### src/rtl/io_uart_pkg.sv
// io_uart_pkg: register offsets, STATUS bit positions and FSM states shared by io_uart and its bench
package io_uart_pkg;
   localparam logic [1:0] UART_TXDATA = 2'd0;
   localparam logic [1:0] UART_RXDATA = 2'd1;
   localparam logic [1:0] UART_STATUS = 2'd2;
   localparam logic [1:0] UART_DIV    = 2'd3;
   localparam int UART_ST_TXFULL  = 0;
   localparam int UART_ST_TXEMPTY = 1;
   localparam int UART_ST_RXVALID = 2;
   localparam int UART_ST_RXOVR   = 3;
   localparam int UART_ST_TXBUSY  = 4;
   localparam int UART_ST_TXDROP  = 5;
   typedef enum logic [1:0] {
      UART_IDLE  = 2'd0,
      UART_START = 2'd1,
      UART_DATA  = 2'd2,
      UART_STOP  = 2'd3
   } uart_state_e;
endpackage

### src/rtl/io_uart_if.sv
// io_uart_if: CPU IO-port strobes for the UART window and the combinational read-data return
interface io_uart_if;
   logic        ioCe;
   logic        ioWe;
   logic [31:0] ioAddr;
   logic [31:0] ioWtData;
   logic [31:0] ioRdData;
   modport master (output ioCe, ioWe, ioAddr, ioWtData, input ioRdData);
   modport slave (input ioCe, ioWe, ioAddr, ioWtData, output ioRdData);
endinterface

### src/rtl/io_uart_tx_fifo.sv
// uart_tx_fifo: synchronous byte FIFO with wrap-bit pointers; a push while full is taken only alongside a pop
module uart_tx_fifo #(
   parameter int DEPTH = 8
) (
   input  logic       clk,
   input  logic       rst,
   input  logic       push_i,
   input  logic       pop_i,
   input  logic [7:0] wdata_i,
   output logic [7:0] rdata_o,
   output logic       full_o,
   output logic       empty_o
);
   localparam int AW = $clog2(DEPTH);
   logic [7:0] mem_q [DEPTH];
   logic [AW:0] wr_q, rd_q;
   logic do_push, do_pop;
   assign empty_o = wr_q == rd_q;
   assign full_o = (wr_q[AW] != rd_q[AW]) && (wr_q[AW-1:0] == rd_q[AW-1:0]);
   assign do_pop = pop_i & ~empty_o;
   assign do_push = push_i & (~full_o | do_pop);
   assign rdata_o = mem_q[rd_q[AW-1:0]];
   always_ff @(posedge clk) begin
      if (do_push) mem_q[wr_q[AW-1:0]] <= wdata_i;
   end
   always_ff @(posedge clk) begin
      if (rst) begin
         wr_q <= '0;
         rd_q <= '0;
      end else begin
         if (do_push) wr_q <= wr_q + 1'b1;
         if (do_pop) rd_q <= rd_q + 1'b1;
      end
   end
endmodule

### src/rtl/io_uart.sv
// io_uart: memory-mapped 8N1 UART, TX FIFO + serializer; receiver and RX holding register only with UART_RX_EN
module io_uart import io_uart_pkg::*; #(
   parameter int          FIFO_DEPTH  = 8,
   parameter logic [15:0] DEFAULT_DIV = 16'd433
) (
   input  logic     clk,
   input  logic     rst,
   io_uart_if.slave bus,
   input  logic     uartRx,
   output logic     uartTx
);
   logic [1:0] reg_sel;
   logic acc_rd, acc_wr, push, pop, full, empty, drop;
   logic [7:0] fifo_rdata, rx_byte;
   logic rx_valid, rx_ovr, tx_drop_q;
   logic [15:0] div_q;
   uart_state_e state_q, state_d;
   logic [15:0] cnt_q, cnt_d;
   logic [2:0] idx_q, idx_d;
   logic [7:0] shift_q, shift_d;
   logic tx_q, tx_d;
   logic [5:0] status;
   logic unused_bus;
   assign reg_sel = bus.ioAddr[3:2];
   assign acc_rd = bus.ioCe & ~bus.ioWe;
   assign acc_wr = bus.ioCe & bus.ioWe;
   assign push = acc_wr && reg_sel == UART_TXDATA;
   assign drop = push & full & ~pop;
   assign unused_bus = ^{bus.ioAddr[31:4], bus.ioAddr[1:0], bus.ioWtData[31:16]};
   assign uartTx = tx_q;
   uart_tx_fifo #(.DEPTH(FIFO_DEPTH)) u_fifo (
      .clk, .rst, .push_i(push), .pop_i(pop), .wdata_i(bus.ioWtData[7:0]),
      .rdata_o(fifo_rdata), .full_o(full), .empty_o(empty)
   );
   // uartTx is registered from the state, so each frame appears one cycle after the FSM enters START
   always_comb begin
      state_d = state_q;
      cnt_d = cnt_q;
      idx_d = idx_q;
      shift_d = shift_q;
      pop = 1'b0;
      tx_d = state_q == UART_START ? 1'b0 : state_q == UART_DATA ? shift_q[0] : 1'b1;
      if (state_q == UART_IDLE || (state_q == UART_STOP && cnt_q == '0)) begin
         pop = ~empty;
         state_d = empty ? UART_IDLE : UART_START;
         shift_d = fifo_rdata;
         cnt_d = div_q;
      end else if (cnt_q != '0) cnt_d = cnt_q - 16'd1;
      else begin
         cnt_d = div_q;
         idx_d = state_q == UART_START ? 3'd0 : idx_q + 3'd1;
         if (state_q == UART_DATA) shift_d = shift_q >> 1;
         state_d = (state_q == UART_DATA && idx_q == 3'd7) ? UART_STOP : UART_DATA;
      end
   end
   always_ff @(posedge clk) begin
      if (rst) begin
         state_q <= UART_IDLE;
         cnt_q <= '0;
         idx_q <= '0;
         shift_q <= '0;
         tx_q <= 1'b1;
         div_q <= DEFAULT_DIV;
         tx_drop_q <= 1'b0;
      end else begin
         state_q <= state_d;
         cnt_q <= cnt_d;
         idx_q <= idx_d;
         shift_q <= shift_d;
         tx_q <= tx_d;
         if (acc_wr && reg_sel == UART_DIV) div_q <= bus.ioWtData[15:0];
         tx_drop_q <= drop | (tx_drop_q & ~(acc_wr && reg_sel == UART_STATUS && bus.ioWtData[UART_ST_TXDROP]));
      end
   end
`ifdef UART_RX_EN
   logic rx_s1_q, rx_s2_q, rx_prev_q, rx_valid_q, rx_ovr_q, rx_done, rd_rx, clr_ovr;
   uart_state_e rstate_q, rstate_d;
   logic [15:0] rcnt_q, rcnt_d;
   logic [2:0] ridx_q, ridx_d;
   logic [7:0] rshift_q, rshift_d, rx_byte_q;
   assign rd_rx = acc_rd && reg_sel == UART_RXDATA;
   assign clr_ovr = acc_wr && reg_sel == UART_STATUS && bus.ioWtData[UART_ST_RXOVR];
   always_comb begin
      rstate_d = rstate_q;
      rcnt_d = rcnt_q;
      ridx_d = ridx_q;
      rshift_d = rshift_q;
      rx_done = 1'b0;
      if (rstate_q == UART_IDLE) begin
         if (rx_prev_q & ~rx_s2_q) begin
            rcnt_d = {1'b0, div_q[15:1]};
            rstate_d = UART_START;
         end
      end else if (rcnt_q != '0) rcnt_d = rcnt_q - 16'd1;
      else begin
         rcnt_d = div_q;
         case (rstate_q)
            UART_START: begin
               ridx_d = '0;
               rstate_d = rx_s2_q ? UART_IDLE : UART_DATA;
            end
            UART_DATA: begin
               rshift_d = {rx_s2_q, rshift_q[7:1]};
               ridx_d = ridx_q + 3'd1;
               if (ridx_q == 3'd7) rstate_d = UART_STOP;
            end
            default: begin
               rx_done = rx_s2_q;
               rstate_d = UART_IDLE;
            end
         endcase
      end
   end
   // a completing frame beats a same-cycle RXDATA read: valid stays set and no overrun is flagged
   always_ff @(posedge clk) begin
      if (rst) begin
         rx_s1_q <= 1'b1;
         rx_s2_q <= 1'b1;
         rx_prev_q <= 1'b1;
         rstate_q <= UART_IDLE;
         rcnt_q <= '0;
         ridx_q <= '0;
         rshift_q <= '0;
         rx_byte_q <= '0;
         rx_valid_q <= 1'b0;
         rx_ovr_q <= 1'b0;
      end else begin
         rx_s1_q <= uartRx;
         rx_s2_q <= rx_s1_q;
         rx_prev_q <= rx_s2_q;
         rstate_q <= rstate_d;
         rcnt_q <= rcnt_d;
         ridx_q <= ridx_d;
         rshift_q <= rshift_d;
         if (rx_done) rx_byte_q <= rshift_q;
         rx_valid_q <= rx_done | (rx_valid_q & ~rd_rx);
         rx_ovr_q <= (rx_done & rx_valid_q & ~rd_rx) | (rx_ovr_q & ~clr_ovr);
      end
   end
   assign rx_byte = rx_byte_q;
   assign rx_valid = rx_valid_q;
   assign rx_ovr = rx_ovr_q;
`else
   logic unused_rx;
   assign unused_rx = uartRx;
   assign rx_byte = '0;
   assign rx_valid = 1'b0;
   assign rx_ovr = 1'b0;
`endif
   always_comb begin
      status = '0;
      status[UART_ST_TXFULL] = full;
      status[UART_ST_TXEMPTY] = empty;
      status[UART_ST_RXVALID] = rx_valid;
      status[UART_ST_RXOVR] = rx_ovr;
      status[UART_ST_TXBUSY] = state_q != UART_IDLE;
      status[UART_ST_TXDROP] = tx_drop_q;
   end
   assign bus.ioRdData = !acc_rd ? '0 :
      reg_sel == UART_RXDATA ? {24'd0, rx_byte} :
      reg_sel == UART_STATUS ? {26'd0, status} :
      reg_sel == UART_DIV ? {16'd0, div_q} : '0;
endmodule

### src/flat_wrapper.sv
// flat-port wrapper written by rule: the top's interface ports become plain ports
module io_uart_flat import io_uart_pkg::*;
#(
   parameter int          FIFO_DEPTH  = 8,
   parameter logic [15:0] DEFAULT_DIV = 16'd433
)
  (clk, rst, uartRx, uartTx, bus_ioCe, bus_ioWe, bus_ioAddr, bus_ioWtData, bus_ioRdData);
  io_uart_if bus_i ();
  input  logic clk;
  input  logic rst;
  input  logic uartRx;
  output logic uartTx;
  input wire logic [$bits(bus_i.ioCe)-1:0] bus_ioCe;
  input wire logic [$bits(bus_i.ioWe)-1:0] bus_ioWe;
  input wire logic [$bits(bus_i.ioAddr)-1:0] bus_ioAddr;
  input wire logic [$bits(bus_i.ioWtData)-1:0] bus_ioWtData;
  output wire logic [$bits(bus_i.ioRdData)-1:0] bus_ioRdData;
  assign bus_i.ioCe = bus_ioCe;
  assign bus_i.ioWe = bus_ioWe;
  assign bus_i.ioAddr = bus_ioAddr;
  assign bus_i.ioWtData = bus_ioWtData;
  assign bus_ioRdData = bus_i.ioRdData;
  io_uart #(.FIFO_DEPTH(FIFO_DEPTH), .DEFAULT_DIV(DEFAULT_DIV)) u_core (.clk(clk), .rst(rst), .bus(bus_i), .uartRx(uartRx), .uartTx(uartTx));
endmodule
### config.mk
export PLATFORM = sky130hd
export DESIGN_NAME = io_uart_flat
export DESIGN_NICKNAME = d
export VERILOG_FILES = /design/src/rtl/io_uart_pkg.sv /design/src/rtl/io_uart_if.sv /design/src/rtl/io_uart_tx_fifo.sv /design/src/rtl/io_uart.sv /design/src/flat_wrapper.sv
export SDC_FILE = /design/constraint.sdc
export NUM_CORES = 1
export LEC_CHECK = 0
export CORE_UTILIZATION = 50
export DETAILED_ROUTE_END_ITERATION = 8
export PLACE_DENSITY = 0.83
export SETUP_SLACK_MARGIN = 0.05
export SLEW_MARGIN = 20
export SYNTH_ARGS = -nofsm -noshare
export SYNTH_HDL_FRONTEND = slang
export SYNTH_SLANG_ARGS = --single-unit
### constraint.sdc
create_clock -name clk -period 6.2 [get_ports clk]
set_input_delay 1.24 -clock clk [delete_from_list [all_inputs] [get_ports clk]]
set_output_delay 1.24 -clock clk [all_outputs]
set_load 0.05 [all_outputs]
==> results.json, run 1 <==
{
  "outcome": "finished, final reports clean",
  "synth_warnings": 0,
  "crit_arrival_ns": 3.71,
  "syn_area_um2": 5360,
  "vias": 3650,
  "cts_root_buffer": "clkbuf_8",
  "worstPathRequired_ns": 4.96,
  "grt_pass1_wl_um": 18100,
  "io_pins": 102,
  "cts_tree": "built",
  "die_y_um": 106,
  "synth_edf_count": 64,
  "cts_sinks": 122,
  "hpwl_um": 6960,
  "setup_ws_ns": 1.25,
  "leakage_nw": 2.18,
  "grt_pass1_vias": 3583,
  "period_share_pct": 79.8,
  "grt_antenna_before_repair": 0,
  "final_cells": 651,
  "hp-class": "flop to flop",
  "die_w_um": 106,
  "syn_avg_cell_area_um2": 11.5,
  "drive_gt1_share_pct": 11.1,
  "pwr_density_cell_nw_per_um2": 365,
  "area_delta_synth_final_pct": 18.5,
  "setup_tns_ns": 0,
  "finalCriticalPeriod_ns": 4.95,
  "drt-wirelength-per-cell_um": 17.2,
  "ys_seq_elements": 122,
  "clk_pin_slew_worst_paths_ns": 0.05,
  "pre_cts_slack_ns": 1.27,
  "max_freq_mhz": 202,
  "antenna_cells": 0,
  "first_pass_iters": 5,
  "die_area_um2": 11100,
  "max-vdd-ir-drop_mv": 0.238,
  "grt_usage_pct": 21.8,
  "crit_type": "input port to primary output",
  "worstMarginPinSlew_ns": 1.01,
  "finalSetupViolations": 0,
  "ctsResizeCount": 0,
  "synth_cell_types": 47,
  "rsz0062_at_grt": "no",
  "nets": 577,
  "io_buffers": 38,
  "cp_max_fo": 12,
  "cts_buffers": 17,
  "core_region_area_um2": 10400,
  "multi_input_area_um2": 2110,
  "synthesis.instances": 466,
  "placed_cells_incl_taps": 619,
  "maxSlewViolCount": 0,
  "drv_cap": 0,
  "overflow": 0,
  "start_util_pct": 51.7,
  "htree_levels": 4,
  "synth_ff_type": "edfxtp_1",
  "yosysSeqAreaShare_pct": 57.5,
  "viasPerCell": 5.61,
  "postCtsSetupBuffers": 0,
  "hold_viol_final": 0,
  "endpoint_kind": "primary output",
  "drc_errors": 0,
  "finalPower_mw": 2.32,
  "fin_skew_ns": 0.00924,
  "startpoint_type": "input port",
  "grt_max_degree": 60,
  "first_iter_violations": 288,
  "num_rows": 37,
  "ctsHoldBuffers": 0,
  "slew_headroom_pct": 32.6,
  "nFillCells": 768,
  "clk_latency_ns": 0.53,
  "async_flop_share_pct": 0,
  "place.gp.congestion": 0.772,
  "clock_path_buffers": 2,
  "drt-total-wl_um": 11200,
  "drtAntennaViolNets": 0,
  "layout.area.seq_um2": 3080
}
synthesized netlist by cell type (7+ instances only):
master    instances  area, um2
xnor2_1           9       78.8
clkbuf_1         24       90.1
a21oi_1          31        155
nand2_1          62        233
edfxtp_1         64       1920
xor2_1            8       70.1
o21ai_0          11       55.1
nor2_1           38        143
and2_1           14       87.6
o211ai_1          7       52.6
mux4_2           16        360
dfxtp_1          58       1160
buf_4            17        128
nand2b_1          8       50.1
mux2i_1          11        110
a211oi_1         14        105
cell families after synthesis:
group | share of synthesized area (%)
AND/OR/NAND/NOR | 15.9
flip-flops | 57.5
AO/OA/AOI/OAI | 8.68
buffers and inverters | 4.43
multiplexers | 9.20
XOR/XNOR | 2.78
adder cells (fa/ha/maj) | 1.40
other | 0.0700
worst max-delay path, stage by stage:
cell and delay (ns):
clkdlybuf4s50_1 0.50, nand2_1 0.10, or2_1 0.29, nor2_1 0.52, and2_1 0.23, clkdlybuf4s50_1 0.82
metrics by stage:
stage | utilization (%) | hold slack [ns] | instance area, um2
2_1_floorplan | - | 0.436 | 5420
3_3_place_gp | 55.8 | 0.443 | 5790
3_5_place_dp | 55.8 | 0.452 | 5790
4_1_cts | 61.2 | 0.463 | 6340
5_1_grt | 61.2 | 0.481 | 6350
6_report | 61.2 | 0.460 | 6350
path summary, 6_finish.rpt:
path                           from                   endpoint  slack [ns]  cells after the start
hold / removal    u_core.shift_q[0]          u_core.shift_q[0]        0.46                      2
setup / recovery      bus_ioAddr[3]           bus_ioRdData[15]        1.25                      6
hold reg to reg   u_core.shift_q[0]          u_core.shift_q[0]        0.46                      2
setup reg to reg    u_core.cnt_q[6]  u_core.u_fifo.mem_q[1][3]        3.20                      6
sequential cells by signal (all words and copies together), names as in the netlist, named ones only:
register	count
u_core.state_q	2
u_core.cnt_q	16
u_core.tx_drop_q	1
u_core.u_fifo.mem_q	64
u_core.shift_q	8
u_core.u_fifo.wr_q	4
u_core.u_fifo.rd_q	4
u_core.div_q	16
u_core.uartTx	1
u_core.idx_q	3
layer usage:
metal,up-vias,track usage (%),share of wire (%)
li1,1729,-,-
met1,1779,27.9,44
met2,117,33.8,48
met3,25,6.25,5.4
met4,0,11.3,2.5
met5,-,0,0
power by group:
group / total (mW) / switching, mW / leakage (nW) / internal (mW)
registers: 0.982 / 0.0775 / 1.05 / 0.905
clock network: 0.926 / 0.338 / 0.269 / 0.588
logic: 0.408 / 0.230 / 0.861 / 0.178
final cells by class:
class | instances | share of cell area, %
inverter | 4 | 0.236
tap | 136 | 2.68
timing repair buffer | 44 | 6.62
clock inverter | 9 | 1.56
multi-input combinational | 313 | 33.2
sequential | 122 | 48.6
clock buffer | 23 | 7.19
cells in the final DEF, fill, tap and decap left out, types with 5 or more instances in the layout:
cell and n:
nor2_1 36, clkdlybuf4s50_1 37, mux2i_1 11, edfxtp_1 64, or4_1 6, ha_1 6
and2_1 14, a21oi_1 31, clkbuf_16 16, nand2b_1 8, conb_1 16, dfxtp_1 58
o21ai_0 11, nor2b_1 6, mux4_2 16, nand3b_1 5, nor3_1 6, o211ai_1 7
nand2_1 62, a211oi_1 14, buf_4 6, xor2_1 8, xnor2_1 9
No activity file was read; power rests on OpenSTA's default activity.
==> run 2: changes to the inputs <==
==> constraint.sdc (replaced) <==
create_clock -name clk -period 4.9 [get_ports clk]
set_input_delay 0.98 -clock clk [delete_from_list [all_inputs] [get_ports clk]]
set_output_delay 0.98 -clock clk [all_outputs]
set_load 0.05 [all_outputs]
==> results.json, run 2 (synthesis gave the netlist of run 1 again) <==
{
  "outcome": "finished, final reports clean",
  "die_y_um": 106,
  "io_buffers": 38,
  "clock_path_buffers": 2,
  "holdWs_ns": 0.455,
  "timing.hold.worst.start": "u_core.shift_q[0]",
  "leakage_nw": 2.22,
  "first_pass_iters": 5,
  "crit_type": "flop to primary output",
  "worstHoldEndpoint": "u_core.shift_q[0]",
  "antenna_cells": 0,
  "rsz0062_at_grt": "no",
  "drv_cap": 0,
  "cp_max_fo": 11,
  "drtAntennaViolNets": 0,
  "ctsResizeCount": 0,
  "grt_usage_pct": 21.3,
  "timing.rr.end": "u_core.u_fifo.mem_q[1][3]",
  "nFillCells": 750,
  "grt_antenna_before_repair": 0,
  "drt-wirelength-per-cell_um": 17.1,
  "die_area_um2": 11100,
  "grt_max_degree": 60,
  "r2r_cells": 6,
  "min_path_cells": 2,
  "die_w_um": 106,
  "htree_levels": 4,
  "core_region_area_um2": 10400,
  "io_pins": 102,
  "max_freq_mhz": 237,
  "setup_ws_ns": 0.677,
  "drt-total-wl_um": 11200,
  "worstPathRequired_ns": 3.92,
  "start_util_pct": 51.7,
  "largest_register_ffs": 64,
  "r2r_start": "u_core.cnt_q[2]",
  "cts_sinks": 122,
  "area_delta_synth_final_pct": 19.8,
  "hold_viol_final": 0,
  "max-vdd-ir-drop_mv": 0.305,
  "fin_skew_ns": 0.00833,
  "num_rows": 37,
  "postCtsSetupBuffers": 0,
  "crit_arrival_ns": 3.24,
  "setup_tns_ns": 0,
  "worstMarginPinSlew_ns": 1.04,
  "nets": 578,
  "cts_tree": "built",
  "finalPower_mw": 3.06,
  "slew_headroom_pct": 30.7,
  "maxSlewViolCount": 0,
  "finalSetupViolations": 0,
  "clk_pin_slew_worst_paths_ns": 0.06,
  "period_share_pct": 86.2,
  "startpoint_type": "flop",
  "fin_util_pct": 61.9,
  "hpwl_um": 6880,
  "ctsHoldBuffers": 0,
  "overflow": 0,
  "place.gp.congestion": 0.773,
  "mostFrequentLayoutCells": "edfxtp_1, nand2_1, dfxtp_1",
  "vias": 3684,
  "endpoint_kind": "primary output",
  "cts_buffers": 17,
  "cts_root_buffer": "clkbuf_8",
  "pre_cts_slack_ns": 0.823,
  "final_common_cell": "edfxtp_1",
  "drive_gt1_share_pct": 11.4,
  "rrSetupSlack_ns": 1.83,
  "finalCriticalPeriod_ns": 4.22,
  "grt_pass1_wl_um": 17700,
  "hp-class": "flop to flop",
  "first_iter_violations": 219,
  "grt_pass1_vias": 3645,
  "clk_latency_ns": 0.52,
  "viasPerCell": 5.65,
  "drc_errors": 0,
  "pwr_density_cell_nw_per_um2": 477
}
run 2: changes by cell type in the layout (fill, tap and decap cells not counted):
cell	change
bufinv_16	+3
clkinvlp_4	-2
buf_4	+1
clkbuf_8	-1
dfxtp_1	-1
dfxtp_2	+1
run 2: report_power, final:
group / switching, mW / total [mW] / leakage [nW] / internal, mW
clock network: 0.412 / 1.30 / 0.304 / 0.884
logic: 0.296 / 0.520 / 0.866 / 0.225
registers: 0.101 / 1.25 / 1.05 / 1.15
run 2: metrics by stage:
step	instance area (um2)	instances
after detailed placement	5790	620
after CTS	6410	652
after global placement	5790	620
final	6420	652
after global routing	6420	652
after floorplan	5420	481
run 2: worst max-delay path: stages (launching register included):
cell	delay, ns
dfxtp_1	0.53
xor2_1	0.18
nor4b_2	0.83
mux2i_1	0.17
nor2_1	0.18
clkdlybuf4s50_1	0.83
run 2: area by class of cell:
type | instances | area [um2] | area share [%]
inverters | 4 | 15.0 | 0.234
clock buffers | 22 | 443 | 6.90
well taps | 136 | 170 | 2.65
flip-flops and latches | 122 | 3080 | 48.0
multi-input cells | 313 | 2110 | 32.8
clock inverters | 10 | 174 | 2.71
repair buffers | 45 | 428 | 6.67
run 2: worst max path at each step:
stage                          startpoint                        end  slack (ns)  cells past startpoint
floorplan                   bus_ioAddr[2]  u_core.u_fifo.mem_q[1][0]        1.61                      4
global placement            bus_ioAddr[3]           bus_ioRdData[14]        0.88                      7
detailed placement          bus_ioAddr[3]           bus_ioRdData[15]        0.82                      7
CTS                 u_core.u_fifo.wr_q[1]            bus_ioRdData[1]        0.69                      5
global route        u_core.u_fifo.wr_q[1]            bus_ioRdData[1]        0.58                      5
finish              u_core.u_fifo.wr_q[1]            bus_ioRdData[1]        0.68                      5
run 2: routing by layer:
layer  up-vias  part of all wire, %  track usage, %  routed length [um]
met2       130                   50            35.1                5610
met3        24                  5.5            5.50                 614
li1       1733                    -               -                   -
met4         0                  2.5            12.5                 284
met5         -                    0               0                   0
met1      1797                   42            25.3                4670
